<file path="config.mk">
export PLATFORM = sky130hd
export DESIGN_NAME = usb_rx_sequencer
export DESIGN_NICKNAME = d
export VERILOG_FILES = /design/src/rtl/usb_rx_sequencer.sv
export SDC_FILE = /design/constraint.sdc
export NUM_CORES = 1
export LEC_CHECK = 0
export BUFFER_PORTS_ARGS = -buffer_cell sky130_fd_sc_hd__buf_2
export CORE_MARGIN = 1.5
export CORE_UTILIZATION = 35
export CTS_BUF_LIST = sky130_fd_sc_hd__clkbuf_16
export CTS_CLUSTER_DIAMETER = 200
export DETAILED_ROUTE_END_ITERATION = 6
export HOLD_SLACK_MARGIN = 0.08
export PLACE_DENSITY = 0.49
export SETUP_SLACK_MARGIN = 0.3
export SKIP_LAST_GASP = 1
export SYNTH_ARGS = -nofsm -noshare
export SYNTH_HDL_FRONTEND = slang
export SYNTH_SLANG_ARGS = --single-unit
</file>
<file path="constraint.sdc">
create_clock -name clk -period 6.8 [get_ports clk]
set_clock_uncertainty 0.2 [all_clocks]
set_input_delay 1.36 -clock clk [delete_from_list [all_inputs] [get_ports clk]]
set_output_delay 1.36 -clock clk [all_outputs]
set_load 0.01 [all_outputs]
</file>
<file path="src/rtl/usb_rx_sequencer.sv">
// USB receive-path sequencer: hunts SYNC inside a listen window, frames packet bits
// for the decoder with a one-bit hold so the last bit can be tagged at SE0, then checks EOP.
module usb_rx_sequencer #(
   parameter int TIMEOUT_BITS = 18,
   parameter int MAX_BITS     = 8208,
   parameter int CNT_W        = $clog2(MAX_BITS + 1)
) (
   input  logic clk,
   input  logic rst_n,
   input  logic rx_enable,
   input  logic sample_en,
   input  logic dbit,
   input  logic se0,
   input  logic stuff_drop,
   output logic dec_valid,
   output logic dec_bit,
   output logic dec_start,
   output logic dec_end,
   output logic rx_busy,
   output logic rx_done,
   output logic rx_timeout,
   output logic rx_abort
);

   // bit 1 of the encoding doubles as the busy flag (RECV and EOP)
   localparam logic [1:0] S_IDLE = 2'b00;
   localparam logic [1:0] S_HUNT = 2'b01;
   localparam logic [1:0] S_RECV = 2'b10;
   localparam logic [1:0] S_EOP  = 2'b11;

   localparam logic [CNT_W-1:0] TMO_LAST = CNT_W'(TIMEOUT_BITS - 1);
   localparam logic [CNT_W-1:0] BIT_LAST = CNT_W'(MAX_BITS - 1);

   logic [1:0]       state;
   logic [7:0]       sync_sr;
   logic [7:0]       sync_nxt;
   logic [CNT_W-1:0] tcnt;
   logic [CNT_W-1:0] bit_cnt;
   logic [1:0]       se_cnt;
   logic             hold;
   logic             hold_full;
   logic             first_flag;

   assign sync_nxt = {sync_sr[6:0], dbit};
   assign rx_busy  = state[1];

   always_ff @(posedge clk or negedge rst_n) begin
      if (!rst_n) begin
         state      <= S_IDLE;
         sync_sr    <= 8'hFF;
         tcnt       <= '0;
         bit_cnt    <= '0;
         se_cnt     <= '0;
         hold       <= 1'b0;
         hold_full  <= 1'b0;
         first_flag <= 1'b0;
         dec_valid  <= 1'b0;
         dec_bit    <= 1'b0;
         dec_start  <= 1'b0;
         dec_end    <= 1'b0;
         rx_done    <= 1'b0;
         rx_timeout <= 1'b0;
         rx_abort   <= 1'b0;
      end else begin
         dec_valid  <= 1'b0;
         dec_start  <= 1'b0;
         dec_end    <= 1'b0;
         rx_done    <= 1'b0;
         rx_timeout <= 1'b0;
         rx_abort   <= 1'b0;
         case (state)
            S_IDLE: begin
               if (rx_enable) begin
                  state   <= S_HUNT;
                  tcnt    <= '0;
                  sync_sr <= 8'hFF;
               end
            end
            S_HUNT: begin
               if (sample_en) begin
                  if (!rx_enable) begin
                     state <= S_IDLE;
                  end else if (se0) begin
                     sync_sr <= 8'hFF;
                  end else if (!stuff_drop) begin
                     sync_sr <= sync_nxt;
                     if (sync_nxt == 8'h01) begin
                        state     <= S_RECV;
                        bit_cnt   <= '0;
                        hold_full <= 1'b0;
                     end else if (tcnt == TMO_LAST) begin
                        rx_timeout <= 1'b1;
                        state      <= S_IDLE;
                     end else begin
                        tcnt <= tcnt + 1'b1;
                     end
                  end
               end
            end
            S_RECV: begin
               if (sample_en) begin
                  if (se0) begin
                     // held bit is the last one; packet length bit_cnt+1 must be a whole number of bytes
                     if (hold_full && (bit_cnt[2:0] == 3'd7)) begin
                        dec_valid <= 1'b1;
                        dec_bit   <= hold;
                        dec_start <= first_flag;
                        dec_end   <= 1'b1;
                        state     <= S_EOP;
                        se_cnt    <= 2'd1;
                     end else begin
                        rx_abort <= 1'b1;
                        state    <= S_IDLE;
                     end
                     hold_full <= 1'b0;
                  end else if (!stuff_drop) begin
                     if (!hold_full) begin
                        hold       <= dbit;
                        hold_full  <= 1'b1;
                        first_flag <= 1'b1;
                     end else if (bit_cnt >= BIT_LAST) begin
                        rx_abort  <= 1'b1;
                        state     <= S_IDLE;
                        hold_full <= 1'b0;
                     end else begin
                        dec_valid  <= 1'b1;
                        dec_bit    <= hold;
                        dec_start  <= first_flag;
                        hold       <= dbit;
                        first_flag <= 1'b0;
                        bit_cnt    <= bit_cnt + 1'b1;
                     end
                  end
               end
            end
            default: begin
               if (sample_en) begin
                  if (se0) begin
                     if (se_cnt == 2'd2) begin
                        rx_abort <= 1'b1;
                        state    <= S_IDLE;
                     end else begin
                        se_cnt <= se_cnt + 2'd1;
                     end
                  end else if (!stuff_drop) begin
                     if (dbit && (se_cnt == 2'd2)) begin
                        rx_done <= 1'b1;
                        if (rx_enable) begin
                           state   <= S_HUNT;
                           tcnt    <= '0;
                           sync_sr <= 8'hFF;
                        end else begin
                           state <= S_IDLE;
                        end
                     end else begin
                        rx_abort <= 1'b1;
                        state    <= S_IDLE;
                     end
                  end
               end
            end
         endcase
      end
   end

endmodule

</file>
; ---- After elaboration in Yosys (flattened, before gate mapping)
; Index checks and enable logic that the tools add are counted.
[word_totals]
register_bits = 50
wordCells = 198
inputBits = 7
[classes]
n_bitwise = 4
n_lt_le_gt_ge = 1
add_sub_neg = 3
muxes = 120
n_eq_ne = 38
reduce_logical = 17
[op_table]
columns = op, count
row1 = $mux W14, 21
row2 = $mux W8, 9
row3 = $mux W1, 59
row4 = $mux W2, 24
row5 = $pmux W14 S3, 1
row6 = $ne A2 B2 Y1 const B, 17
row7 = $add A14 B1 Y14 const B, 2
row8 = $pmux W14 S2, 1
row9 = $pmux W8 S3, 1
row10 = $reduce_and A11 Y1, 2
row11 = $ne A3 B3 Y1 const B, 6
row12 = $reduce_and A8 Y1, 2
row13 = $eq A14 B5 Y1 const B, 1
row14 = $ge A14 B14 Y1 const B, 1
row15 = $reduce_and A12 Y1, 1
row16 = $reduce_and A5 Y1, 2
row17 = $eq A8 B1 Y1 const B, 1
row18 = $ne A2 B1 Y1 const B, 4
row19 = $ne A3 B1 Y1 const B, 2
row20 = $pmux W2 S3, 1
row21 = $reduce_and A6 Y1, 1
row22 = $reduce_bool A2 Y1, 3
row23 = $ne A5 B1 Y1 const B, 1
row24 = $eq A2 B2 Y1 const B, 2
row25 = other kinds (13), 18

; ---- Logic depth before layout (Yosys ltp)
[logic_depth]
word_depth = 8
depth_mapped = 9
depth_no_buf = 7

; ---- Worst setup path before layout
; No wires, ideal clock.
[synth_timing]
path_kind = input -> register
start = in se0
end = reg bit_cnt[10]
setup_ns = 0.130
t_arrival_ns = 2.740
required_time_ns = 6.470
slack_ns = 3.730
cell_stages = 7
cell_sequence = buf_2 nor2_2 nand2_1 clkbuf_1 or4_1 o21ai_0 a31oi_1
[synth_between]
elab_chain_cells = 2
[synth_lines]
columns = item, line
row1 = start: declaration, 13  ; input logic se0,
row2 = $ne A2 B2 Y1 (no line), n/a
row3 = $reduce_and A11 Y1 (no line) (*), n/a
row4 = end signal: assignment, 131  ; bit_cnt <= bit_cnt + 1'b1;
row5 = end: declaration, 38  ; logic [CNT_W-1:0] bit_cnt;
; Mark *: on every way between the ends. The rest lies on a longest branch, timed or not.
; A chain may end at the register's enable or synchronous reset.

; ---- Final worst setup path
[layout_timing]
start = in se0
end = reg bit_cnt[0]
; The elaborated chain is that of the path after synthesis.

==> results by group <==
Status
  – Result of the run: complete, no violations

Global routing
  – GRT overflow: 0
  – Gr usage total: between 15 and 20%
  – First-pass GRT wire length: 11540 um
  – Number of global-route vias before repair: 2313
  – Pin count of the biggest net entering global routing: 50
  – Initial antenna violation count: 0

Clock tree
  – Postcts setup bufs: 0
  – CTS sink count: 49
  – Clk pin slew, worst setup/hold paths: 70 ps
  – Hold Buf Count CTS: 0
  – CTS tree: built
  – Worst skew pair latency: between 200 and 300 ps
  – TritonCTS Buffers: 5
  – Clk buf depth: 2
  – Root Buffer: clkbuf_16
  – Post-cts sizing count: 0
  – H-tree levels: 2

Floorplanning
  – Core Region: 7807 um^2
  – Die X: 93.36 um
  – Rows: 32
  – Die Y: 93.36 um
  – Initial core utilization: a little over a third
  – Ports: 15
  – Die ar.: around 8700 um^2

Min path
  – Hold depth: 1
  – Hold Crit Class: reg2reg
  – Hold Path Origin: first_flag
  – Hold EP: dec_start

Timing
  – Fin crit period: 3326 ps
  – RSZ-0062 raised after global routing: false
  – Slew headroom: 33.01%
  – Fin. max-slew vios: 0
  – Slew @ Worst Pin: between 1000 and 1500 ps
  – Setup Total Neg Slack: 0 ps
  – Setup violators final: 0
  – Fin crit share: 48.92%
  – Fmax: approximately 0.3 GHz
  – Worst hold slack: ~300 ps
  – Final count of hold timing violations: 0

Worst setup path
  – Slowest cell on crit path: a31oi_1
  – Worst r2r path cells: 7
  – CP peak stage delay: approximately 780 ps
  – Reg2reg start: state[1]
  – Worst reg2reg path endpoint: bit_cnt[0]
  – Cells along the critical path: buf_2, nand2b_1, nor2_1, a31oi_1, nor2_1, a221o_1
  – Crit path kind: in2reg
  – CP arrival: 3300 ps
  – Required @ worst endpoint: about 6800 ps
  – Nature of the critical path startpoint: primary input
  – Worst Path Buf+Inv: 1
  – Worst reg-to-reg setup slack: 3840 ps
  – Worst Setup End Kind: flip-flop
  – Crit path max fanout: 11
  – Critical path's top delay family: compound AO/OA/AOI/OAI gates
  – Most frequent CP cell: nor2_1

Layout
  – Final net count: 335
  – Layout cells sized above 1: 15.31%
  – Area growth syn-to-layout: 10.07%
  – Number of diodes: 0

Placement
  – Number of port buffers: 14
  – Gp weighted congestion: 0.8168
  – Post-DP HPWL: 4623 um

Pwr
  – Pleak: 1.288 nW
  – PD cells: 227.4 nW/um^2
  – Peak supply drop: 0.0001265 V

Logic synthesis
  – Ys async rst share: 100.0%
  – Yosys cell types: 57
  – Post-synth top area share: 36.78%
  – Post-Syn Area: 2858 um^2
  – Flop and latch count out of synthesis: 49
  – Syn Inst Count: 312
  – Total nets after synthesis: 328
  – Yosys warning count: 0
  – Top cells by count, synth: dfrtp_1 (42), a21oi_1 (31), nor2_1 (29), o21ai_0 (23), nand2_1 (20)
  – Area contributors post-synth: dfrtp_1 (37%), dfstp_2 (6.4%), a21oi_1 (5.4%), o21ai_0 (4.0%), ha_1 (3.9%)
  – Count leader, synth: dfrtp_1
  – Yosys top cell by area: dfrtp_1
  – Seq/Total Area, Yosys: 43.21%
  – Syn Area/Cell: 9.159 um^2
  – Top FF cell, synth: dfrtp_1
  – Post-synth EDFFs: 0

Routing
  – DRC viols: 0
  – First-pass DRT Iterations: 4
  – Via/cell ratio: 5.685
  – Total routed wirelength: 6752 um
  – Antenna Violating Nets Remaining: 0
  – Vias: 2399
  – DRT iter0 DRCs: between 100 and 150
  – Per-cell routed wire length: 16.00 um

Flow run
  – Max capacitance violation total: 0
sequential cells by signal, indices dropped and copies added (netlist names):
name        flops
rx_done         1
rx_timeout      1
dec_end         1
hold_full       1
hold            1
state           2
bit_cnt        14
tcnt           14
first_flag      1
sync_sr         7
rx_abort        1
dec_bit         1
se_cnt          2
dec_start       1
dec_valid       1
worst register-to-register path: cells and delay by family, from the launching register on:
family | cells | cell delay [ps]
and+or+nand+nor | 3 | 620
AOI/OAI and AO/OA | 2 | 1100
adders and majority gates | 1 | 350
buffers and inverters | 1 | 100
DFF | 1 | 480
report_power, final:
group	leakage [nW]	internal (W)	switching (W)	total, W
Sequential	0.652	0.000307	0.0000148	0.000322
Combinational	0.566	0.0000511	0.0000910	0.000142
Clock	0.0702	0.000137	0.000114	0.000251
layer usage:
metal | vias to the layer above | wire [um] | track usage [%]
met3 | 5 | 173 | 2.195
met1 | 1182 | 3393 | 23.96
met2 | 39 | 3109 | 26.27
met5 | - | 0 | 0
met4 | 0 | 75 | 5.808
li1 | 1173 | - | -
cell usage in the layout (no fill, tap or decap), types with 9 or more instances in the layout:
master   netlist  final
o21ai_0       23     23
buf_2          6     14
a21oi_1       31     31
dfrtp_1       42     42
nand2_1       20     20
or3_1         11     11
inv_1         14     14
nor3_1         9      9
ha_1           9      9
nor2_1        29     29
area by class of cell:
class / count / area (um^2)
tap: 102 / 127.6
clock inverter: 3 / 21.27
fill: 796 / 4662
clock buffer: 5 / 125.1
timing repair buffer: 16 / 85.08
inverter: 14 / 52.55
sequential: 49 / 1235
multi-input combinational: 233 / 1499
metrics by stage:
stage	std cells	power, W	utilization (%)	setup WS (ps)	instance area (um^2)
final	422	0.0007152	40.29	3474	3146
after global routing	422	0.0007594	40.29	3354	3146
after CTS	422	0.0007275	40.29	3507	3146
after detailed placement	414	0.0004703	38.41	3196	2999
after global placement	414	0.0004702	38.41	3267	2999
after floorplan	312	0.0004332	-	3730	2858
worst max path at each step:
stage	start	end	slack [ps]	cells past startpoint
after global placement	se0	bit_cnt[0]	3270	6
after detailed placement	se0	bit_cnt[0]	3200	6
after floorplan	se0	bit_cnt[10]	3730	7
final	se0	bit_cnt[0]	3470	6
after global routing	se0	bit_cnt[0]	3350	6
after CTS	se0	bit_cnt[0]	3510	6
kinds of logic (layout without fill, tap and decap cells):
kind of cell               after synthesis  after routing  share of synthesized area, %
muxes                                    4              4                         1.839
adders and majority gates                9              9                         3.941
DFF                                     49             49                         43.21
and+or+nand+nor                        118            118                         22.99
buffers and inverters                   30             38                         4.335
AOI/OAI and AO/OA                      101            101                         23.38
xor gates and xnor gates                 1              1                        0.3065
Power figures use the tool's default switching activity.
